$ cat config.mk
export PLATFORM = sky130hd
export DESIGN_NAME = gstdmasnd
export DESIGN_NICKNAME = d
export VERILOG_FILES = /design/src/rtl/gstdmasnd_pkg.sv /design/src/rtl/gstdmasnd_regs.sv /design/src/rtl/gstdmasnd.sv
export SDC_FILE = /design/constraint.sdc
export NUM_CORES = 1
export LEC_CHECK = 0
export CORE_MARGIN = 1.5
export CORE_UTILIZATION = 58
export DETAILED_ROUTE_END_ITERATION = 8
export GPL_ROUTABILITY_DRIVEN = 0
export PLACE_DENSITY = 0.93
export SYNTH_ARGS = -nofsm -noshare
export SYNTH_HDL_FRONTEND = slang
export SYNTH_HIERARCHICAL = 1
export SYNTH_SLANG_ARGS = --single-unit
$ cat constraint.sdc
create_clock -name clk32 -period 3.88 [get_ports clk32]
set_input_delay 0.388 -clock clk32 [delete_from_list [all_inputs] [get_ports clk32]]
set_output_delay 0.388 -clock clk32 [all_outputs]
set_load 0.01 [all_outputs]
$ cat src/rtl/gstdmasnd_pkg.sv
// Shared definitions for the STE DMA sound frame sequencer:
// register map, control bits, FSM states and address-field helpers.
package gstdmasnd_pkg;

  localparam int ADDR_W_DEF = 23;
  // Word-address bits covered by the hi[5:0]/mid[7:0]/lo[7:1] byte registers
  localparam int FIELD_W    = 21;

  localparam logic [5:0] OFS_CTRL      = 6'h00;
  localparam logic [5:0] OFS_START_HI  = 6'h01;
  localparam logic [5:0] OFS_START_MID = 6'h02;
  localparam logic [5:0] OFS_START_LO  = 6'h03;
  localparam logic [5:0] OFS_CNT_HI    = 6'h04;
  localparam logic [5:0] OFS_CNT_MID   = 6'h05;
  localparam logic [5:0] OFS_CNT_LO    = 6'h06;
  localparam logic [5:0] OFS_END_HI    = 6'h07;
  localparam logic [5:0] OFS_END_MID   = 6'h08;
  localparam logic [5:0] OFS_END_LO    = 6'h09;

  localparam int BIT_ENA  = 0;
  localparam int BIT_LOOP = 1;

  typedef enum logic [2:0] {
    S_IDLE,
    S_ARM,
    S_WAIT,
    S_LOAD,
    S_STEP
  } state_t;

  // CPU view of a word address: sel 0=hi, 1=mid, 2=lo (byte bit0 reads 0)
  function automatic logic [7:0] field_byte(input logic [FIELD_W-1:0] w,
                                            input logic [1:0] sel);
    logic [7:0] b;
    case (sel)
      2'd0:    b = {2'b00, w[20:15]};
      2'd1:    b = w[14:7];
      default: b = {w[6:0], 1'b0};
    endcase
    return b;
  endfunction

endpackage

$ cat src/rtl/gstdmasnd_regs.sv
// CPU-visible sound register file: one-write-per-access strobe, control bits,
// programmed start/end addresses, end-address shadow and read mux.
module gstdmasnd_regs
  import gstdmasnd_pkg::*;
#(
  parameter int ADDR_W = ADDR_W_DEF
) (
  input  logic               clk32,
  input  logic               res,
  input  logic               CS,
  input  logic [5:0]         A,
  input  logic               RW,
  input  logic [15:0]        DIN,
  output logic [15:0]        DOUT,
  input  logic [FIELD_W-1:0] counter,
  input  logic               shadow_load,
  input  logic               ena_clr,
  output logic               ctrl_wr,
  output logic               loop,
  output logic [ADDR_W-1:0]  start_word,
  output logic [ADDR_W-1:0]  end_word,
  output logic [ADDR_W-1:0]  cur_end
);

  logic               cs_prev_reg;
  logic               wr_stb;
  logic               ena_reg;
  logic               loop_reg;
  logic [FIELD_W-1:0] cur_end_reg;
  logic [FIELD_W-1:0] frame_word [2];
  logic [7:0]         rd_byte;
  logic               unused_din;

  assign unused_din = ^DIN[15:8];

  // Only the first clock of a CS assertion writes
  assign wr_stb  = CS & ~RW & ~cs_prev_reg;
  assign ctrl_wr = wr_stb & (A == OFS_CTRL);

  always_ff @(posedge clk32 or posedge res) begin
    if (res) begin
      cs_prev_reg <= 1'b0;
    end else begin
      cs_prev_reg <= CS;
    end
  end

  // A CPU control write outranks the sequencer's own end-of-frame clear
  always_ff @(posedge clk32 or posedge res) begin
    if (res) begin
      ena_reg  <= 1'b0;
      loop_reg <= 1'b0;
    end else if (ctrl_wr) begin
      ena_reg  <= DIN[BIT_ENA];
      loop_reg <= DIN[BIT_LOOP];
    end else if (ena_clr) begin
      ena_reg  <= 1'b0;
    end
  end

  // Index 0 = frame start, index 1 = frame end
  generate
    for (genvar gi = 0; gi < 2; gi++) begin : g_frame
      localparam logic [5:0] BASE = (gi == 0) ? OFS_START_HI : OFS_END_HI;
      logic [FIELD_W-1:0] field_reg;

      always_ff @(posedge clk32 or posedge res) begin
        if (res) begin
          field_reg <= '0;
        end else if (wr_stb) begin
          if (A == BASE) begin
            field_reg[20:15] <= DIN[5:0];
          end else if (A == BASE + 6'd1) begin
            field_reg[14:7] <= DIN[7:0];
          end else if (A == BASE + 6'd2) begin
            field_reg[6:0] <= DIN[7:1];
          end
        end
      end

      assign frame_word[gi] = field_reg;
    end
  endgenerate

  always_ff @(posedge clk32 or posedge res) begin
    if (res) begin
      cur_end_reg <= '0;
    end else if (shadow_load) begin
      cur_end_reg <= frame_word[1];
    end
  end

  assign loop       = loop_reg;
  assign start_word = ADDR_W'(frame_word[0]);
  assign end_word   = ADDR_W'(frame_word[1]);
  assign cur_end    = ADDR_W'(cur_end_reg);

  always_comb begin
    rd_byte = 8'h00;
    case (A)
      OFS_CTRL:      rd_byte = {6'b000000, loop_reg, ena_reg};
      OFS_START_HI:  rd_byte = field_byte(frame_word[0], 2'd0);
      OFS_START_MID: rd_byte = field_byte(frame_word[0], 2'd1);
      OFS_START_LO:  rd_byte = field_byte(frame_word[0], 2'd2);
      OFS_CNT_HI:    rd_byte = field_byte(counter, 2'd0);
      OFS_CNT_MID:   rd_byte = field_byte(counter, 2'd1);
      OFS_CNT_LO:    rd_byte = field_byte(counter, 2'd2);
      OFS_END_HI:    rd_byte = field_byte(frame_word[1], 2'd0);
      OFS_END_MID:   rd_byte = field_byte(frame_word[1], 2'd1);
      OFS_END_LO:    rd_byte = field_byte(frame_word[1], 2'd2);
      default:       rd_byte = 8'h00;
    endcase
    DOUT = CS ? {8'h00, rd_byte} : 16'h0000;
  end

endmodule

$ cat src/rtl/gstdmasnd.sv
// STE DMA sound frame sequencer: walks the frame word by word, fetching on
// MCU sound slots while the shifter FIFO has room, and flags frame ends.
module gstdmasnd
  import gstdmasnd_pkg::*;
#(
  parameter int ADDR_W   = ADDR_W_DEF,
  parameter int LOAD_LOW = 4
) (
  input  logic              clk32,
  input  logic              res,
  input  logic              CS,
  input  logic [5:0]        A,
  input  logic              RW,
  input  logic [15:0]       DIN,
  output logic [15:0]       DOUT,
  input  logic              SREQ,
  input  logic              SLOT,
  output logic [ADDR_W-1:0] SADDR,
  output logic              SLOAD_N,
  output logic              SACTIVE,
  output logic              SFRAME_END
);

  localparam int CW = $clog2(LOAD_LOW) + 1;

  state_t            state_reg, state_next;
  logic [ADDR_W-1:0] counter_reg, counter_next, counter_inc;
  logic [CW-1:0]     load_cnt_reg, load_cnt_next;
  logic              sframe_end_reg, frame_end;
  logic              ctrl_wr, loop, shadow_load, ena_clr;
  logic [ADDR_W-1:0] start_word, end_word, cur_end;

  gstdmasnd_regs #(
    .ADDR_W (ADDR_W)
  ) u_regs (
    .clk32       (clk32),
    .res         (res),
    .CS          (CS),
    .A           (A),
    .RW          (RW),
    .DIN         (DIN),
    .DOUT        (DOUT),
    .counter     (counter_reg[FIELD_W-1:0]),
    .shadow_load (shadow_load),
    .ena_clr     (ena_clr),
    .ctrl_wr     (ctrl_wr),
    .loop        (loop),
    .start_word  (start_word),
    .end_word    (end_word),
    .cur_end     (cur_end)
  );

  always_comb begin
    state_next    = state_reg;
    counter_next  = counter_reg;
    load_cnt_next = load_cnt_reg;
    frame_end     = 1'b0;
    ena_clr       = 1'b0;
    shadow_load   = 1'b0;
    counter_inc   = counter_reg + ADDR_W'(1);

    case (state_reg)
      S_IDLE: begin
      end
      S_ARM: begin
        shadow_load  = 1'b1;
        counter_next = start_word;
        if (start_word >= end_word) begin
          frame_end = 1'b1;
          if (!loop) begin
            state_next = S_IDLE;
            ena_clr    = 1'b1;
          end
        end else begin
          state_next = S_WAIT;
        end
      end
      S_WAIT: begin
        if (SLOT && SREQ) begin
          state_next    = S_LOAD;
          load_cnt_next = '0;
        end
      end
      S_LOAD: begin
        if (load_cnt_reg == CW'(LOAD_LOW - 1)) begin
          state_next = S_STEP;
        end else begin
          load_cnt_next = load_cnt_reg + CW'(1);
        end
      end
      S_STEP: begin
        counter_next = counter_inc;
        if (counter_inc == cur_end) begin
          frame_end = 1'b1;
          if (loop) begin
            state_next = S_ARM;
          end else begin
            state_next = S_IDLE;
            ena_clr    = 1'b1;
          end
        end else begin
          state_next = S_WAIT;
        end
      end
      default: state_next = S_IDLE;
    endcase

    // CPU control write overrides: ENA=0 aborts silently, ENA=1 only starts a stopped sequencer
    if (ctrl_wr) begin
      if (!DIN[BIT_ENA]) begin
        if (state_reg != S_IDLE) begin
          state_next   = S_IDLE;
          counter_next = counter_reg;
          frame_end    = 1'b0;
        end
      end else if (state_next == S_IDLE) begin
        state_next = S_ARM;
      end
    end
  end

  always_ff @(posedge clk32 or posedge res) begin
    if (res) begin
      state_reg      <= S_IDLE;
      counter_reg    <= '0;
      load_cnt_reg   <= '0;
      sframe_end_reg <= 1'b0;
    end else begin
      state_reg      <= state_next;
      counter_reg    <= counter_next;
      load_cnt_reg   <= load_cnt_next;
      sframe_end_reg <= frame_end;
    end
  end

  assign SADDR      = counter_reg;
  assign SLOAD_N    = (state_reg != S_LOAD);
  assign SACTIVE    = (state_reg != S_IDLE);
  assign SFRAME_END = sframe_end_reg;

endmodule

# After elaboration in Yosys (flattened, before gate mapping)
# Index checks and enable logic that the tools add are counted.
# word_totals
word_cells,92
output_inout_bits,42
inputBits,28
ff_bits,96
# op_classes
order_cmp,1
n_bitwise,9
muxes,33
n_eq_ne,19
add_sub_neg,2
n_reduce_logical,14
# ops
operator,n
8-bit one-hot mux with 10 select lines,1
23-bit 2-to-1 mux,3
23-bit one-hot mux with 2 select lines,1
3-bit 2-to-1 mux,11
"6-bit by 3-bit == test with 1-bit output, second input constant",4
"23-bit by 1-bit adder with 23-bit output, second input constant",1
23-bit by 21-bit == test with 1-bit output,1
21-bit >= comparator,1
3-bit one-hot mux with 5 select lines,1
"6-bit by 2-bit == test with 1-bit output, second input constant",2
"6-bit by 4-bit == test with 1-bit output, second input constant",2
1-bit 2-to-1 mux,12
"3-bit by 2-bit == test with 1-bit output, second input constant",3
3-bit AND reduction,3
8-bit 2-to-1 mux,1
4-bit AND reduction,2
"6-bit by 1-bit == test with 1-bit output, second input constant",1
3-bit zero test,2
6-bit zero test,1
1-bit inverter,6
3-bit one-hot mux with 2 select lines,1
"2-bit != test, second input constant",2
1-bit one-hot mux with 2 select lines,2
2-bit AND reduction,2
other kinds (9),12

# Logic depth before layout (Yosys ltp)
# Gate-level depths: netlist of the first run.
# logic_depth
depth_word,8
mapped_depth,13
depth_no_buf,12

# By module
# Netlist of the first run, hierarchy kept.
# modules_own_cells
mod,instances,cells_each,seq_area_each_um2,area_each_um2
gstdmasnd_regs,1,256,1651.6,3330.7
gstdmasnd,1,413,750.7,3100.5

# Worst setup path before layout of the first run
# Ideal clock, no wire load.
# synth_timing
path_kind,reg2reg
startpoint,"reg counter_reg[0], in the netlist SADDR[0]"
endpoint,reg u_regs.ena_reg
setup_ns,0.128
period_less_slack_ns,2.964
arrival_ns,2.836
n_path_buf,1
path_slack_ns,0.916
stages_incl_launch_ff,13
t_required_ns,3.752
cell_sequence,dfrtp_1 -> ha_1 -> buf_2 -> nand3_1 -> nor4_1 -> xnor2_1 -> nand2_1 -> or4_4 -> nor4_4 -> a21oi_1 -> nor2_1 -> nor2b_1 -> mux2_1
# synth_between
elab_chain_len,5
# synth_lines
element,line,rtl
from (decl),gstdmasnd.sv:27,"logic [ADDR_W-1:0] counter_reg, counter_next, counter_inc;"
from (signal assigned),gstdmasnd.sv:130,counter_reg <= counter_next;
23-bit by 1-bit adder with 23-bit output,gstdmasnd.sv:60,counter_inc = counter_reg + ADDR_W'(1);
23-bit by 21-bit == test with 1-bit output,gstdmasnd.sv:93,if (counter_inc == cur_end) begin
1-bit 2-to-1 mux,gstdmasnd.sv:93,
1-bit one-hot mux with 2 select lines,gstdmasnd.sv:62,case (state_reg)
via ena_clr,gstdmasnd.sv:30,"logic ctrl_wr, loop, shadow_load, ena_clr;"
2-bit nonzero test (no source line),-,
to (signal assigned),gstdmasnd_regs.sv:54,ena_reg <= DIN[BIT_ENA];
to (decl),gstdmasnd_regs.sv:27,logic ena_reg;
# The timed path passes the listed nets, and every way through them passes these cells.
# A chain may end at the register's enable or synchronous reset.

# Worst setup path in the final report of the first run
# layout_timing
startpoint,"reg counter_reg[4], in the netlist SADDR[4]"
endpoint,reg u_regs.ena_reg
# The elaborated chain is that of the path after synthesis.

==> out/results.ini, run 1 <==
[global_routing]
grt_pass1_wl_um = 28940
globalRoute.totalOverflow = 0
grt_pass1_vias = 5488
groute.usage.overall = 0.3302
pin_count_of_the_biggest_net_entering_global_routing = 52
grt_antenna_before_repair = 0

[cts]
clock_sink_count = 96
cts_tree = done
cts_buffers = 9
cts.root.buffer_cell = clkbuf_8
cts_setup_buffers = 0
hold_bufs_at_cts = 0
post_cts.resized_instances = 0
cts.clk_slew.worst_paths_ps = 100
h_tree_levels = 3
clk_latency_ps = 380
cts.path.max_buffers = 2

[routing]
vias_per_cell = 6.804
antenna_left = 0
dr_pass1_iterations = 9
first_iter_violations = 707
number_of_drc_violations_after_detailed_routing = 0
drt-wirelength-per-cell_um = 21.68
dr_total_vias = 5811
drt_wl_total_um = 18510

[logic_synthesis]
seq_area_frac_synth = 0.3735
netlist.top_cell.by_area = dfrtp_1
most_common_library_cells_after_synthesis = dfrtp_1, mux2_2, a21oi_1, nor2_1, nand2_1
netlist-cell-type-count = 66
register_bit_total_from_synthesis = 96
gate_count_post_synth = 669
post-synth-top-count-cell = dfrtp_1
number_of_enable_flip_flop_cells_after_synthesis = 0
yosys-top-cells-area = dfrtp_1, mux2_2, ha_1
synth.yosys.warnings = 6
yosysTopAreaCellShare = 0.3735
most_used_flip_flop_cell_after_synthesis = dfrtp_1
syn-mean-instance-area_sq_um = 9.613
async_reset_ff_frac = 1.000
syn-cell-area_sq_um = 6431

[cells_and_area]
finalNetCount = 765
num-fill-cells = 780
largest_reg_flops = 42
areaGrowthSynthToFinish_pct = 13.00
final_util = 0.6704
antenna_cells = 0
drive_gt1_frac = 0.1555
instances_no_fill = 854

[sta]
final.setup.worst_slack_ps = 257.5
skew_ps = 14.75
fmaxAchievable_mhz = 276.1
worstMarginPinSlew_ps = 1064
post-route-period-util = 0.9336
finalWorstPathRequiredPeriod_ps = 3622
timing.max_slew.rel_slack = 0.2878
setup_violation_total_in_the_final_timing_report = 0
finalHoldViolations = 0
drv_slew = 0
rsz0062_at_grt = false
finalSetupTns_ps = 0

[placement]
pre_cts_slack_ps = 416.2
buffer_ports.inserted = 53
placedCellCount = 839
hpwlAfterDp_um = 13450

[floorplanning]
row_count = 38
ios = 70
core_region_area_sq_um = 10840
die_height_um = 108.3
floorplan.die.width_um = 108.3
floorplan.die_area_sq_um = 11730
start_util = 0.5933

[pwr]
worst_ir_drop_vdd_uv = 265.8
p_per_area_nw_per_um2 = 526.6
leakage_power_of_the_design_nw = 3.175
design_power_total_w = 0.003827

[critical_path]
rr_endpoint = u_regs/ena_reg
cp_num_cells = 10
worst-path-buf-inv = 0
critPathSlowestCell = or4_4
critical_path.max_stage_delay_ps = 600
critPathLaunchType = flip-flop
reg2reg_setup_slack_ps = 260
cp_top_family = simple AND/OR/NAND/NOR gates
critPathCapture = u_regs/ena_reg
arrival_worst_endpoint_ps = 3880
worstSetupEndpointType = flip-flop
worstPathCellList = nand4_2, nor4_1, xnor2_1, o211ai_1, or4_4, nor4_4, a21oi_1, nor2_1, nor2b_1, mux2_1
reg2reg_depth = 10
cp.required_ps = 4140
critPathMaxFanout = 13
path_class = flip-flop to flip-flop
reg2reg_from = SADDR[4]
timing.critical_path.from = SADDR[4]

[flow_run]
drv_cap = 0

[hold_path]
hp-class = input port to asynchronous set/reset pin

[run_status]
run_status = completed

==> per-stage QoR <==
step | cell area, sq um | hold slack (ps)
finish | 7267 | 377.2
global route | 7267 | 383.5
CTS | 7267 | 351.1
detailed placement | 7027 | 468.5
global placement | 7027 | 460.6
floorplan | 6480 | 419.4
==> layout make-up <==
type | count | area [sq um] | area share
Multi-Input combinational cell | 505 | 3709 | 0.5103
Sequential cell | 96 | 2402 | 0.3306
Clock inverter | 6 | 116.4 | 0.01601
Timing Repair Buffer | 64 | 613.1 | 0.08437
Tap cell | 140 | 175.2 | 0.02410
Inverter | 34 | 127.6 | 0.01756
Clock buffer | 9 | 123.9 | 0.01705
==> report_power, final <==
group | internal [W] | switching (W)
clock network | 0.000430 | 0.000368
registers | 0.00120 | 0.000408
logic | 0.000705 | 0.000715
==> worst min-delay path by stage <==
stage | endpoint | cells after the start
6_report | SADDR[2] | 2
5_1_grt | SADDR[2] | 2
4_1_cts | SADDR[2] | 2
3_5_place_dp | load_cnt_reg[2] | 2
3_3_place_gp | load_cnt_reg[2] | 2
2_1_floorplan | u_regs/cs_prev_reg | 0
==> metal layers <==
metal	part of all wire	GRT usage
met3	0.12	0.05063
met4	0.053	0.1889
met5	0	0
met2	0.45	0.5086
met1	0.37	0.4448
==> layout by cell type (no fill, tap or decap), types with 5 or more instances in the layout <==
cell and count:
nand2b_1 6, nor2_1 49, dfrtp_1 96, nand2_1 36, nor2b_1 5, xor2_1 15, mux2_1 10, mux2_2 51
nand4_1 13, ha_1 27, mux2_4 8, nor4_1 8, buf_4 11, mux2i_1 10, o21ai_0 33, nor3_1 10
inv_1 33, xnor2_1 20, o31ai_1 6, a31oi_1 6, clkbuf_8 9, and3_1 12, clkdlybuf4s50_1 53, conb_1 14
o22ai_1 10, a21oi_1 49, nand3_1 28, a22oi_1 5
==> logic make-up (layout without fill, tap and decap cells) <==
family / after synthesis / in the layout / share of synthesized area
compound gates: 142 / 142 / 0.1362
xor+xnor: 35 / 35 / 0.04767
fa+ha+maj: 27 / 27 / 0.05253
buf+inv: 81 / 113 / 0.05914
flops: 96 / 96 / 0.3735
mux: 82 / 82 / 0.1516
other cells: 1 / 14 / 0.0005831
simple gates: 205 / 205 / 0.1788
No activity file was read; power rests on OpenSTA's default activity.
==> run 2, diff against run 1 <==
SETUP_SLACK_MARGIN = 0.1   (was not set)
SKIP_CTS_REPAIR_TIMING = 1   (was not set)
==> results of run 2 <==
No change in the layout: final DEF, timing and power equal those of run 1.
==> run 3, diff against run 2 <==
SKIP_CTS_REPAIR_TIMING = not set   (was 1)
==> results of run 3 <==
No change in the layout: final DEF, timing and power equal those of run 1.
==> variant 1 (settings of run 3) <==
Encoding of `state_t`: now Gray code (3 bits for 5 states).
--- a/src/rtl/gstdmasnd_pkg.sv
+++ b/src/rtl/gstdmasnd_pkg.sv
@@ -23,7 +23,7 @@
   typedef enum logic [2:0] {
-    S_IDLE,
-    S_ARM,
-    S_WAIT,
-    S_LOAD,
-    S_STEP
+    S_IDLE = 3'b000,
+    S_ARM  = 3'b001,
+    S_WAIT = 3'b011,
+    S_LOAD = 3'b010,
+    S_STEP = 3'b110
   } state_t;
Check against the original RTL: no difference found for any inputs over 4 cycles, from zero or initial values; so few cycles prove little.
==> variant 1 against run 3 <==
Wire length is 3.0% higher. Sequential cell count stayed put. Setup slack better by 0.011 ns. Global-route usage is 0.70 points higher. Fmax is 0.30% higher. Clock skew is 0.0015 ns higher. Area after synthesis is 0.14% higher. Power is 2.2% lower. Combinational power is 12% higher. Count of clock-buffer cells in the layout is 1 higher. Clock power is 18% lower. Design area is 0.15% lower. Via count is 0.84% higher. Critical path type unchanged. Critical endpoint unchanged.
==> variant 1: results <==
export IMPL_status="completed"
export IMPL_synthTopCellsByArea="dfrtp_1, mux2_2, ha_1"
export IMPL_routed_wl_um=19100
export IMPL_drt_pass1_iter_count=7
export IMPL_synth_area_per_cell_um2=9.64
export IMPL_cts_setup_buffers=0
export IMPL_use_met3_pct=6.99
export IMPL_clkLatencyLatePin_ns=0.39
export IMPL_holdWs_ns=0.456
export IMPL_nets=768
export IMPL_slew_headroom_pct=26.2
export IMPL_pre_cts_ws_ns=0.398
export IMPL_grt_pass1_vias=5568
export IMPL_area_growth_pct=12.7
export IMPL_grt_util_met1_pct=44.1
export IMPL_setup_viol=0
export IMPL_hpwlAfterDp_um=13800
export IMPL_ys_types=68
export IMPL_num_fill_cells=808
export IMPL_clk_path_buf_depth=2
export IMPL_dpl_cell_count=842
export IMPL_regToRegStartpoint="SADDR[0]$_DFFE_PP0P_"
export IMPL_instances_no_fill=858
export IMPL_leakagePower_uw=0.00314
export IMPL_yosysSeqAreaShare_pct=37.3
export IMPL_power_uw=3740
export IMPL_grt_max_degree=40
export IMPL_ff2ff_path_depth=11
export IMPL_hp_class="in2async"
export IMPL_largest_register_ffs=42
export IMPL_placed_cell_area_um2=7070
export IMPL_ys_flop_type="dfrtp_1"
export IMPL_grt_pass1_wl_um=29700
export IMPL_antenna_cells=0
export IMPL_peakVddDrop_mv=0.298
export IMPL_drt_vias_per_instance=6.83
export IMPL_cts_clk_slew_worst_paths_ns=0.10
export IMPL_critPathTopFamily="simple AND/OR/NAND/NOR gates"
export IMPL_met2_usage_pct=52.4
export IMPL_cp_slowest_stage_delay_ns=0.58
export IMPL_synth_async_sr_flop_share_pct=100
export IMPL_yosys_top_cells_count="dfrtp_1, a21oi_1, mux2_2, inv_1, nand2_1"
export IMPL_finClkSkew_ns=0.0163
export IMPL_comb_power_uw=1590
export IMPL_drtIter0Drc=785
export IMPL_crit_path_top_delay_cell="dfrtp_1"
export IMPL_clockRootBuffer="clkbuf_8"
export IMPL_power_switching_uw=1580
export IMPL_maxCapViolations=0
export IMPL_p_clk_share_pct=17.5
export IMPL_max_clock_freq_mhz=277
export IMPL_critPathMaxFanout=11
export IMPL_drive_gt1_share_pct=15.9
export IMPL_grtUsageTotal_pct=33.7
[variant 1: final cells by class]
type,count,area share [%]
clock inverters,6,0.724
well taps,140,2.41
inverters,40,2.07
clock buffers,10,1.90
multi-input cells,496,50.7
flip-flops and latches,96,33.1
repair buffers,70,9.07
[variant 1: metal layers]
metal | vias to the layer above | routed length [um]
li1 | 2511 | -
met1 | 2755 | 7100
met2 | 475 | 8530
met3 | 119 | 2390
met4 | 0 | 1040
met5 | - | 0
[variant 1: kinds of logic (layout without fill, tap and decap cells)]
family,count (synthesis),in the layout,synth area share [%]
adder cells (fa/ha/maj),27,27,5.25
flip-flops,96,96,37.3
multiplexers,81,81,15.0
buffers and inverters,89,126,6.31
AO/OA/AOI/OAI,152,152,14.8
AND/OR/NAND/NOR,189,189,16.8
other,1,14,0.0582
XOR/XNOR,33,33,4.49
[variant 1: worst min-delay path, cell delays in order]
cell and delay (ns):
clkdlybuf4s50_1 0.44, inv_1 0.07, buf_4 0.38
==> variant 2 (config.mk and constraints of run 3) <==
Without the edit above. `LOAD_LOW`: 4 -> 8.
--- a/src/rtl/gstdmasnd.sv
+++ b/src/rtl/gstdmasnd.sv
@@ -6,3 +6,3 @@
   parameter int ADDR_W   = ADDR_W_DEF,
-  parameter int LOAD_LOW = 4
+  parameter int LOAD_LOW = 8
 ) (
Function: same outputs for any inputs over 4 cycles, from zero or initial values; that may be too few to reach the edited logic, so the function may still have changed.
==> variant 2 against run 3 <==
Critical path type unchanged. Power rose by 5.7%. Global-route usage up 1.1 points. Combinational power is 4% higher. Fmax rose by 12%. Sequential cell count increased by 1. Largest power group unchanged. Cell count increased by 3.4%. Clock power increased by 18%. Critical path depth unchanged. Design area rose by 4.1%. Synthesized cell count is 4.3% higher. Highest routed layer is now met5. Wire length increased by 11%. Setup slack improved by 0.38 ns. Area after synthesis increased by 4.6%.
==> variant 2: results <==
export IMPL_finClkSkew_ns=0.00740
export IMPL_critPathCapture="u_regs/ena_reg$_DFFE_PP0P_"
export IMPL_synth_fa_ha_area_share_pct=4.84
export IMPL_port_buffers=53
export IMPL_clk_path_buf_depth=2
export IMPL_cp_slowest_stage_delay_ns=0.60
export IMPL_cts_clk_slew_worst_paths_ns=0.07
export IMPL_ys_types=78
export IMPL_cp_data_arrival_time_ns=3.47
export IMPL_hp_class="in2async"
export IMPL_cts_setup_buffers=0
export IMPL_crit_path_top_delay_cell="or4_4"
export IMPL_clkLatencyLatePin_ns=0.35
export IMPL_peakVddDrop_mv=0.266
export IMPL_drtIter0Drc=881
export IMPL_grt_antenna_before_repair=1
export IMPL_drive_gt1_share_pct=15.7
export IMPL_grt_max_degree=47
export IMPL_ctsResizeCount=0
export IMPL_num_fill_cells=843
export IMPL_yosysWarnings=6
export IMPL_hpwlAfterDp_um=14300
export IMPL_synth_compound_area_share_pct=15.0
export IMPL_yosys_top_cells_count="dfrtp_1, a21oi_1, mux2_2, nand2_1, o21ai_0"
export IMPL_tightest_slew_ns=1.04
export IMPL_drt_pass1_iter_count=8
export IMPL_status="completed"
export IMPL_largest_register_ffs=42
export IMPL_leakagePower_uw=0.00324
export IMPL_routedWlPerCell_um=23.3
export IMPL_synth_async_sr_flop_share_pct=100
export IMPL_critPathMaxFanout=10
export IMPL_critPathTopFamily="simple AND/OR/NAND/NOR gates"
export IMPL_synthMuxAreaShare_pct=14.7
export IMPL_cts_buffers=9
export IMPL_grt_pass1_vias=5899
export IMPL_ff2ff_path_depth=10
export IMPL_grt_pass1_wl_um=32800
export IMPL_htree_levels=3
export IMPL_dr_total_vias=6137
export IMPL_synth_xor_area_share_pct=4.04
export IMPL_synth_edf_count=0
export IMPL_reg2reg_slack_ns=0.64
export IMPL_regToRegStartpoint="SADDR[0]$_DFFE_PP0P_"
export IMPL_antenna_cells=0
export IMPL_nets=789
export IMPL_synthTopCellsByArea="dfrtp_1, mux2_2, ha_1"
export IMPL_clockRootBuffer="clkbuf_16"
export IMPL_grtUsageTotal_pct=34.1
export IMPL_fin_crit_ns=3.24
export IMPL_yosysSeqAreaShare_pct=36.1
export IMPL_crit_type="reg2reg"
## variant 2: layer usage
layer	up-vias	GRT usage, %	wire, um
met2	497	54.5	9630
met4	2	17.7	1190
li1	2606	-	-
met5	-	0	18
met1	2915	44.0	7410
met3	117	6.89	2320
## variant 2: worst min-delay path by stage
stage,end,cells after the start,slack (ns)
finish,SADDR[0]$_DFFE_PP0P_,3,0.48
global route,load_cnt_reg[0]$_DFFE_PP0P_,1,0.53
detailed placement,load_cnt_reg[0]$_DFFE_PP0P_,1,0.50
floorplan,u_regs/cs_prev_reg$_DFF_PP0_,0,0.42
global placement,load_cnt_reg[0]$_DFFE_PP0P_,1,0.49
CTS,SADDR[8]$_DFFE_PP0P_,3,0.49
## variant 2: area by class of cell
| type | instances | share of cell area [%] |
|---|---|---|
| inverter | 39 | 1.93 |
| timing repair buffer | 64 | 8.10 |
| tap | 143 | 2.36 |
| sequential | 97 | 32.1 |
| clock inverter | 6 | 0.943 |
| multi-input combinational | 524 | 51.4 |
| clock buffer | 10 | 3.16 |
## variant 2: kinds of logic after synthesis
group	after synthesis
xor gates and xnor gates	31
DFF	97
muxes	83
buffers and inverters	90
AOI/OAI and AO/OA	164
adders and majority gates	26
and+or+nand+nor	206
other	1
## variant 2: report_power, final
part | total [uW] | internal (uW) | switching [uW]
clock network | 943 | 525 | 418
registers | 1630 | 1190 | 441
logic | 1470 | 705 | 766
## variant 2: worst reg2reg max path, cell delays in order, from the launching register on
cell and delay [ns]:
dfrtp_1 0.59, ha_1 0.38, nand3_4 0.16, or4_4 0.61, a211oi_2 0.26, o22ai_1 0.10, nor4_1 0.30, nand4_1 0.18
a21oi_1 0.19, nor2b_1 0.06, mux2_1 0.30
## variant 2: metrics by stage
stage,cells,worst slack [ns],power (uW),instance area (um^2)
2_1_floorplan,711,1.10,2500,6780
3_3_place_gp,867,0.602,2940,7260
3_5_place_dp,867,0.483,3030,7260
4_1_cts,883,0.661,3990,7570
5_1_grt,883,0.477,4230,7570
6_report,883,0.638,4050,7570
